===== src/rtl/ann_neuron_seq.sv =====
// Sequencer feeding the ANN MAC: streams features, weights and a bias term per neuron,
// then waits out the MAC pipeline, captures the dot product and clears the accumulator.
module ann_neuron_seq #(
    parameter int DW      = 32,
    parameter int IN_AW   = 10,
    parameter int W_AW    = 16,
    parameter int NEU_W   = 8,
    parameter int MEM_LAT = 1,
    parameter int MAC_LAT = 3
) (
    input  logic             iClk,
    input  logic             iReset,
    input  logic             iStart,
    input  logic [IN_AW-1:0] iNum_inputs,
    input  logic [NEU_W-1:0] iNum_neurons,
    output logic [IN_AW-1:0] oIn_addr,
    input  logic [DW-1:0]    iIn_data,
    output logic [W_AW-1:0]  oW_addr,
    input  logic [DW-1:0]    iW_data,
    output logic             oMac_input_ready,
    output logic             oMac_finish,
    output logic [DW-1:0]    oMac_data,
    output logic [DW-1:0]    oMac_weight,
    input  logic [DW-1:0]    iMac_result,
    output logic [DW-1:0]    oResult,
    output logic [NEU_W-1:0] oResult_idx,
    output logic             oResult_valid,
    output logic             oBusy,
    output logic             oDone
);
    localparam int DCW = $clog2(MEM_LAT + MAC_LAT + 1);
    localparam logic [DCW-1:0] DRAIN_LD = DCW'(MEM_LAT + MAC_LAT);

    typedef enum logic [2:0] {
        S_IDLE, S_CLEAR, S_ISSUE, S_DRAIN, S_CAPTURE, S_NEXT, S_DONE
    } state_t;

    state_t state, state_nxt;

    logic [IN_AW-1:0] num_in;
    logic [NEU_W-1:0] num_neu;
    logic [IN_AW-1:0] term_idx;
    logic [W_AW-1:0]  w_ptr;
    logic [NEU_W-1:0] neu_idx;
    logic [DCW-1:0]   drain_cnt;
    logic [MEM_LAT-1:0] pipe_vld;
    logic [MEM_LAT-1:0] pipe_bias;
    logic issue;
    logic last_term;

    assign last_term = (term_idx == num_in);
    assign oIn_addr  = term_idx;
    assign oW_addr   = w_ptr;

    always_ff @(posedge iClk) begin
        if (iReset) state <= S_IDLE;
        else        state <= state_nxt;
    end

    always_comb begin
        state_nxt = state;
        case (state)
            S_IDLE:    if (iStart) state_nxt = (iNum_neurons == '0) ? S_DONE : S_CLEAR;
            S_CLEAR:   state_nxt = S_ISSUE;
            S_ISSUE:   if (last_term) state_nxt = S_DRAIN;
            S_DRAIN:   if (drain_cnt <= DCW'(1)) state_nxt = S_CAPTURE;
            S_CAPTURE: state_nxt = S_NEXT;
            S_NEXT:    state_nxt = (({1'b0, neu_idx} + 1'b1) == {1'b0, num_neu}) ? S_DONE : S_ISSUE;
            S_DONE:    state_nxt = S_IDLE;
            default:   state_nxt = S_IDLE;
        endcase
    end

    always_comb begin
        issue       = (state == S_ISSUE);
        oMac_finish = (state == S_CLEAR) || (state == S_CAPTURE);
        oBusy       = (state != S_IDLE);
        oDone       = (state == S_DONE);
    end

    // Counters and result capture; the weight pointer runs across neurons.
    always_ff @(posedge iClk) begin
        if (iReset) begin
            num_in        <= '0;
            num_neu       <= '0;
            term_idx      <= '0;
            w_ptr         <= '0;
            neu_idx       <= '0;
            drain_cnt     <= '0;
            oResult       <= '0;
            oResult_idx   <= '0;
            oResult_valid <= 1'b0;
        end else begin
            oResult_valid <= (state == S_CAPTURE);
            case (state)
                S_IDLE: if (iStart) begin
                    num_in   <= iNum_inputs;
                    num_neu  <= iNum_neurons;
                    term_idx <= '0;
                    w_ptr    <= '0;
                    neu_idx  <= '0;
                end
                S_ISSUE: begin
                    w_ptr <= w_ptr + 1'b1;
                    if (last_term) begin
                        term_idx  <= '0;
                        drain_cnt <= DRAIN_LD;
                    end else begin
                        term_idx <= term_idx + 1'b1;
                    end
                end
                S_DRAIN: drain_cnt <= drain_cnt - 1'b1;
                S_CAPTURE: begin
                    oResult     <= iMac_result;
                    oResult_idx <= neu_idx;
                end
                S_NEXT: neu_idx <= neu_idx + 1'b1;
                default: ;
            endcase
        end
    end

    // Term tags follow the memory read latency so operands line up with their data.
    always_ff @(posedge iClk) begin
        if (iReset) begin
            pipe_vld         <= '0;
            pipe_bias        <= '0;
            oMac_input_ready <= 1'b0;
            oMac_data        <= '0;
            oMac_weight      <= '0;
        end else begin
            pipe_vld[0]  <= issue;
            pipe_bias[0] <= issue && last_term;
            for (int i = 1; i < MEM_LAT; i++) begin
                pipe_vld[i]  <= pipe_vld[i-1];
                pipe_bias[i] <= pipe_bias[i-1];
            end
            oMac_input_ready <= pipe_vld[MEM_LAT-1];
            if (pipe_vld[MEM_LAT-1]) begin
                oMac_data   <= pipe_bias[MEM_LAT-1] ? DW'(1) : iIn_data;
                oMac_weight <= iW_data;
            end else begin
                oMac_data   <= '0;
                oMac_weight <= '0;
            end
        end
    end
endmodule

===== config.mk =====
export PLATFORM = sky130hd
export DESIGN_NAME = ann_neuron_seq
export DESIGN_NICKNAME = d
export VERILOG_FILES = /design/src/rtl/ann_neuron_seq.sv
export SDC_FILE = /design/constraint.sdc
export NUM_CORES = 1
export LEC_CHECK = 0
export ABC_AREA = 1
export CELL_PAD_IN_SITES_DETAIL_PLACEMENT = 0
export CELL_PAD_IN_SITES_GLOBAL_PLACEMENT = 1
export CORE_UTILIZATION = 30
export CTS_CLUSTER_DIAMETER = 200
export CTS_CLUSTER_SIZE = 28
export DETAILED_ROUTE_END_ITERATION = 7
export PLACE_DENSITY = 0.76
export SLEW_MARGIN = 20
export SYNTH_ARGS = -nofsm -noshare
export SYNTH_HDL_FRONTEND = slang
export SYNTH_SLANG_ARGS = --single-unit

===== constraint.sdc =====
create_clock -name iClk -period 1.6 [get_ports iClk]
set_input_delay 0.24 -clock iClk [delete_from_list [all_inputs] [get_ports iClk]]
set_output_delay 0.24 -clock iClk [all_outputs]
set_load 0.02 [all_outputs]

* Word level (Yosys, flattened, before mapping)
Cells that the tools add are included.
** Cells by class
- Add/subtract/negate cells :: 5
- $mul :: 0
- Divide/modulo/power cells :: 0
- Magnitude comparators :: 1
- Equal/unequal tests :: 11
- Shifts and indexed selects :: 0
- Multiplexer cells :: 16
- Bitwise gates (word level) :: 1
- Reductions and logical operators :: 15
** Operators with widths (number)
- 16-bit case mux with 2 select lines :: 1
- 10-bit 2-to-1 mux :: 2
- 10-bit case mux with 2 select lines :: 1
- 3-bit 2-to-1 mux :: 6
- 3-bit case mux with 6 select lines :: 1
- 16-bit by 1-bit adder with 16-bit output (second input constant) :: 1
- 16-bit 2-to-1 mux :: 1
- 8-bit case mux with 2 select lines :: 1
- 10-bit by 1-bit adder with 10-bit output (second input constant) :: 1
- 10-bit equality test :: 1
- 8-bit by 1-bit adder with 9-bit output (second input constant) :: 1
- 3-bit equality test (second input constant) :: 3
- 9-bit by 8-bit equality test with 1-bit output :: 1
- 8-bit by 1-bit adder with 8-bit output (second input constant) :: 1
- 8-bit zero test :: 1
- 8-bit 2-to-1 mux :: 1
- 2-bit AND reduction :: 4
- 3-bit by 2-bit equality test with 1-bit output (second input constant) :: 2
- 3-bit case mux with 2 select lines :: 1
- 2-bit nonzero test :: 3
- 2-bit inequality test (second input constant) :: 2
- 3-bit by 1-bit equality test with 1-bit output (second input constant) :: 1
- 3-bit by 1-bit less-or-equal comparator with 1-bit output (second input constant) :: 1
- 3-bit zero test :: 1
- 10 further kinds :: 10
** Word-level totals
- Flip-flop bits (word level) :: 166
- Latch bits :: 0
- RAM bits :: 0
- Memory bits (read-only) :: 0
- Input bits :: 117
- Output and inout port bits :: 135
- Word-level logic and storage cells :: 65
- Memories :: 0

* Depth between registers and ports, before layout
Gate-level depths: netlist of run 1.
- Word-level depth :: 4
- Depth in mapped cells :: 13
- Gate-level depth less buffers :: 13

* Least setup slack after synthesis of run 1
No wires, ideal clock.
- Path type :: register -> register
- Start point :: reg term_idx[1], in the netlist oIn_addr[1]
- End point :: reg term_idx[8], in the netlist oIn_addr[8]
- Setup time :: 0.132 ns
- Arrival time :: 1.410 ns
- Required time :: 1.468 ns
- Slack :: 0.058 ns
- Cell stages (with the launch flop) :: 9
- Buffers on the path :: 0
- Clock period less this slack :: 1.542 ns
- Path through :: dfxtp_1 -> ha_1 -> nand2_1 -> nor3_2 -> nand2_1 -> nor2_1 -> nand3_1 -> nand4_1 -> a21oi_1
** Between the ends
- Longest elaborated chain between the ends :: 3
- Elaborated cells between the ends (all ways) :: 4
- Those cells by class :: add/sub (1); eq/ne (1); mux (2)
** RTL lines
- start: declaration :: RTL line 42 : logic [IN_AW-1:0] term_idx;
- start signal: assignment :: RTL line 109 : term_idx <= term_idx + 1'b1;
- 10-bit by 1-bit adder with 10-bit output / 10-bit equality test (equally long branches) :: RTL line 109, 51
- 10-bit 2-to-1 mux * :: RTL line 105 : if (last_term) begin
- 10-bit case mux with 2 select lines * :: RTL line 95 : case (state)
Every way passes the cells marked *; elsewhere a longest branch is shown, timed or not.
A chain may end at the register's enable or synchronous reset.

* Worst setup path after layout of run 1
- Start point :: reg oMac_data[3]
- End point :: out oMac_data[3]
** RTL lines
- start: declaration :: RTL line 22 : output logic [DW-1:0] oMac_data,
- start signal: assignment :: RTL line 140 : oMac_data <= pipe_bias[MEM_LAT-1] ? DW'(1) : iIn_data;
No word-level cell between the ends.

==> impl_metrics.yaml, run 1 <==
synthesis:
  syn_area_um2: 6410
  yosys.area.top_type_share_pct: 51.9
  netlist_instances: 841
  synth_common_cells: "nor2_1, dfxtp_1, inv_1"
  syn_avg_cell_area_um2: 7.62
  synth_area_leaders: "dfxtp_1, nor2_1, inv_1, nand2_1, o21ai_0"
  synthFlopType: "dfxtp_1"
  yosysWarnings: 0
  synth_most_common_cell: "nor2_1"
  seq_area_frac_synth_pct: 51.9
  yosys.area.top_type: "dfxtp_1"
  syn_nets: 962
  synth-edff-count: 0
  synth_cell_types: 35
  synth_async_sr_flop_share_pct: 0
  synth_seq_cells: 166
global_route:
  antenna_found_initial: 0
  grt_max_degree: 63
  track_usage_pct: 17.3
  grt_pass1_wl_um: 30000
  grt_remaining_overflow: 0
  grt_pass1_vias: 5798
routing:
  dr_wl_met2_um: 8940
  post_drt_wl_per_cell_um: 13.4
  dr_wl_met3_um: 1210
  antenna_left: 0
  drt_iter0_markers: 219
  drc_errors: 0
  wl_um: 18900
  wl_met1_um: 8580
  drt-pass1-iter-count: 4
  dr.max_layer_used: "met4"
  viasPerCell: 4.31
  vias: 6094
setup_path:
  slowest_stage: "clkdlybuf4s50_1"
  cp.arrival_ps: 1330
  critPathCaptureType: "output pin"
  crit_type: "reg -> out"
  crit_cells: 1
  worstPathRequired_ps: 1360
  slowest_delay_ps: 590
  crit_chain: "clkdlybuf4s50_1"
  startpoint_type: "flop"
  critical-path-top-delay-family: "buffers and inverters"
  path_buf_inv: 1
  crit_fanout: 1
  r2r_cells: 13
sta:
  hold_slack_ps: 330
  finalHoldViolCount: 0
  drv_slew: 0
  finClkSkew_ps: 11.4
  fmax_ghz: 0.639
  maxSlewHeadroom_pct: 74.0
  rsz0062_at_grt: "true"
  fin_crit_sh_pct: 97.8
  worst_slew_pin_slew_ps: 385
  period_needed_ps: 1570
  setup_violations: 0
pwr:
  leakage_nw: 5.18
  finalPower_w: 0.0125
  power_density_nw_per_um2: 1230
  ir_drop_mv: 0.633
cts:
  numClockSinks: 166
  cts.htree.levels: 4
  cts_buffers: 17
  clock-root-buffer: "clkbuf_16"
  clkSlewWorstSetupHoldPaths_ps: 70
  insertion_delay_ps: 430
  cts_tree: "yes"
  cts_buffer_depth: 2
finish:
  area_delta_synth_final_pct: 58.8
  drive_gt1_share_pct: 12.2
  post-route-util_pct: 48.6
  final_nets: 1248
  insertedDiodeCount: 0
floorplanning:
  boundaryPins: 252
  dieArea_um2: 21900
  die-height_um: 148
  core_region_area_um2: 21000
  row_count: 53
  die_w_um: 148
  initial_core_util_pct: 30.6
worst_hold_path:
  holdCritPathClass: "in -> reg"
  hold_depth: 3
placed_design:
  post-dp-hpwl_um: 13600
  numPortBuffers: 251
  routabilityCongestion: 0.794
flow_run:
  cap_violations: 0
status:
  status: "finished, final reports clean"
==> timing repair <==
action	in CTS	in global routing
pin swaps	2	4
setup endpoints to repair	105	41
setup buffers	3	5
gates resized for setup	123	52
hold buffers	0	0
==> power by group <==
| group | internal (W) | switching (W) | leakage (nW) |
|---|---|---|---|
| registers | 0.00455 | 0.000210 | 1.35 |
| clock network | 0.00266 | 0.00183 | 0.313 |
| logic | 0.00144 | 0.00181 | 3.51 |
| total | 0.00866 | 0.00385 | 5.18 |
==> path summary, 6_finish.rpt <==
path / start / endpoint / slack (ps)
hold / removal: iIn_data[10] / oMac_data[10]$_SDFF_PP0_ / 330
setup / recovery: oMac_data[3]$_SDFF_PP0_ / oMac_data[3] / 30
hold reg to reg: num_neu[2]$_SDFFE_PP0P_ / num_neu[2]$_SDFFE_PP0P_ / 470
setup reg to reg: neu_idx[0]$_SDFFE_PP0P_ / state[2]$_SDFFE_PP0P_ / 130
==> cell families after synthesis <==
| logic type | share of synthesized area [%] |
|---|---|
| AO/OA/AOI/OAI | 11.0 |
| buffers and inverters | 10.2 |
| AND/OR/NAND/NOR | 25.0 |
| adder cells (fa/ha/maj) | 0.781 |
| flip-flops | 51.9 |
| XOR/XNOR | 1.23 |
==> cell usage in the layout (no fill, tap or decap), types with 36 or more instances in the layout <==
cell / n
nand3_1: 36
a21oi_1: 50
dlygate4sd2_1: 99
clkdlybuf4s50_1: 118
buf_4: 43
dfxtp_1: 154
o21ai_0: 74
inv_1: 117
nand2_1: 103
nor2_1: 180
==> registers in the layout, summed over array words and instances (netlist names) <==
| name | cells |
|---|---|
| oMac_data | 32 |
| num_neu | 8 |
| pipe_vld | 1 |
| pipe_bias | 1 |
| oMac_weight | 32 |
| oResult | 32 |
| state | 3 |
| num_in | 10 |
| oW_addr | 16 |
| oResult_valid | 1 |
| oMac_input_ready | 1 |
| oResult_idx | 8 |
| drain_cnt | 3 |
| neu_idx | 8 |
| oIn_addr | 10 |
==> stage by stage <==
step           TNS (ps)  cell area [um2]  setup slack (ps)  instances
2_1_floorplan         0             6410              57.9        841
3_3_place_gp       -273             9460             -40.0       1376
3_5_place_dp       -440             9460             -57.9       1376
4_1_cts           -31.5            10000             -31.5       1411
5_1_grt           -87.4            10200             -65.3       1415
6_report              0            10200              34.8       1415
==> layout make-up <==
class | instances | area, um2
timing repair buffer | 300 | 2890
clock inverter | 15 | 213
fill | 2088 | 10800
multi-input combinational | 515 | 2490
clock buffer | 17 | 425
sequential | 166 | 3340
inverter | 127 | 477
tap | 275 | 344
==> metal layers <==
| metal | global-route usage (%) | vias up |
|---|---|---|
| met5 | 0 | - |
| met4 | 4.85 | 0 |
| met3 | 4.39 | 16 |
| met2 | 29.6 | 171 |
| met1 | 21.4 | 2705 |
| li1 | - | 3202 |
(Power assumes the default switching activity.)
==> inputs of run 2 (changes only) <==
- ABC_CLOCK_PERIOD_IN_PS: unset -> 2000
- CORE_UTILIZATION: 30 -> 33
- PLACE_DENSITY: 0.76 -> 0.83
- SLEW_MARGIN: 20 -> 25
- clock period: 1.6 -> 2 ns (I/O delays scaled with it)
==> run 2 against run 1 <==
First-iteration DRC count grew 17%; clock-buffer cell count is the same; wire length shrank 1.8%; cell count shrank 3.7%; worst hold slack gained 61 ps; register-to-register slack gained 210 ps; die area shrank 9.0%; critical path type unchanged; critical endpoint is now oIn_addr[5].
==> impl_metrics.yaml, run 2 (synthesis gave the netlist of run 1 again) <==
sta:
  fmax_ghz: 0.534
  rsz0062_at_grt: "false"
  fin_crit_sh_pct: 93.7
  maxSlewHeadroom_pct: 61.7
  finalHoldViolCount: 0
  worst_slew_pin_slew_ps: 574
  setup_violations: 0
  timing.setup.tns_ps: 0
  period_needed_ps: 1870
  hold_slack_ps: 391
  drv_slew: 0
  finClkSkew_ps: 11.5
cts:
  cts-hold-fix-buffers: 0
  cts.htree.levels: 4
  cts_buffer_depth: 2
  cts_tree: "yes"
  numClockSinks: 166
  post_cts_resized: 3
  insertion_delay_ps: 430
  clock-root-buffer: "clkbuf_16"
  cts_buffers: 17
  post-cts-setup-buffer-count: 0
  clkSlewWorstSetupHoldPaths_ps: 70
status:
  status: "finished, final reports clean"
finish:
  drive_gt1_share_pct: 6.81
  final_nets: 1210
  fill_cells: 1816
  final_cell_mix: "clkdlybuf4s50_1, nor2_1, dfxtp_1, inv_1, nand2_1"
  layout_commonest_cell: "clkdlybuf4s50_1"
  insertedDiodeCount: 0
  area_delta_synth_final_pct: 52.9
  post-route-util_pct: 51.9
  reg_top3: "oMac_data: 32 flops, oMac_weight: 32 flops, oResult: 32 flops"
  regArea_um2: 3320
  fin_area_um2: 9800
  multiInputGateArea_um2: 2430
setup_path:
  path_buf_inv: 1
  startpoint_type: "flop"
  cp.arrival_ps: 1570
  slowest_delay_ps: 680
  crit_type: "reg -> out"
  critical-path-top-delay-family: "buffers and inverters"
  crit_chain: "clkdlybuf4s50_1"
  critPathCaptureType: "output pin"
  slowest_stage: "clkdlybuf4s50_1"
  crit_fanout: 8
  worstPathRequired_ps: 1700
placed_design:
  placed_area_um2: 9160
  numPortBuffers: 251
  routabilityCongestion: 0.796
  post-dp-hpwl_um: 13300
floorplanning:
  initial_core_util_pct: 33.9
  dieArea_um2: 20000
  die_w_um: 141
  row_count: 50
  boundaryPins: 252
  die-height_um: 141
  core_region_area_um2: 18900
routing:
  drt_iter0_markers: 257
  viasPerCell: 4.36
  antenna_left: 0
  drc_errors: 0
  wl_um: 18600
  drt-pass1-iter-count: 5
  post_drt_wl_per_cell_um: 13.6
  vias: 5945
pwr:
  leakage_nw: 3.95
  ir_drop_mv: 0.579
  power_density_nw_per_um2: 987
flow_run:
  cap_violations: 0
global_route:
  grt_max_degree: 41
  track_usage_pct: 18.7
  antenna_found_initial: 0
  grt_pass1_wl_um: 29100
  grt_remaining_overflow: 0
  grt_pass1_vias: 5500
worst_hold_path:
  holdCritPathClass: "in -> reg"
-- run 2: final timing paths --
check / startpoint / end / slack, ps / cells past startpoint
min reg2reg: drain_cnt[0]$_SDFFE_PP0P_ / drain_cnt[0]$_SDFFE_PP0P_ / 460 / 1
max reg2reg: neu_idx[1]$_SDFFE_PP0P_ / state[2]$_SDFFE_PP0P_ / 340 / 12
max: oIn_addr[5]$_SDFFE_PP0P_ / oIn_addr[5] / 130 / 1
min: iW_data[5] / oMac_weight[5]$_SDFF_PP0_ / 390 / 3
-- run 2: report_power, final --
| group | internal (W) | switching (W) | total (W) | leakage, nW |
|---|---|---|---|---|
| combinational | 0.000950 | 0.00135 | 0.00230 | 2.29 |
| sequential | 0.00363 | 0.000179 | 0.00381 | 1.34 |
| clock | 0.00212 | 0.00144 | 0.00356 | 0.308 |
-- run 2: final cells by class --
cell class | instances | share of cell area (%)
clock buffer | 17 | 4.34
clock inverter | 15 | 2.17
inverter | 127 | 4.87
multi-input combinational | 515 | 24.8
sequential | 166 | 33.9
tap | 260 | 3.32
timing repair buffer | 262 | 26.6
-- run 2: through the flow --
step / power, W / instances / setup WS [ps]
floorplan: 0.00525 / 841 / 458
global placement: 0.00619 / 1330 / 283
detailed placement: 0.00621 / 1330 / 299
CTS: 0.00977 / 1362 / 99.6
global route: 0.0102 / 1362 / 16.6
finish: 0.00967 / 1362 / 126
-- run 2: routing by layer --
layer	routed length, um	part of all wire, %	track usage, %
met5	0	0	0
met1	8150	44	22.8
met4	176	0.95	4.92
met2	8900	48	31.9
met3	1360	7.3	5.77
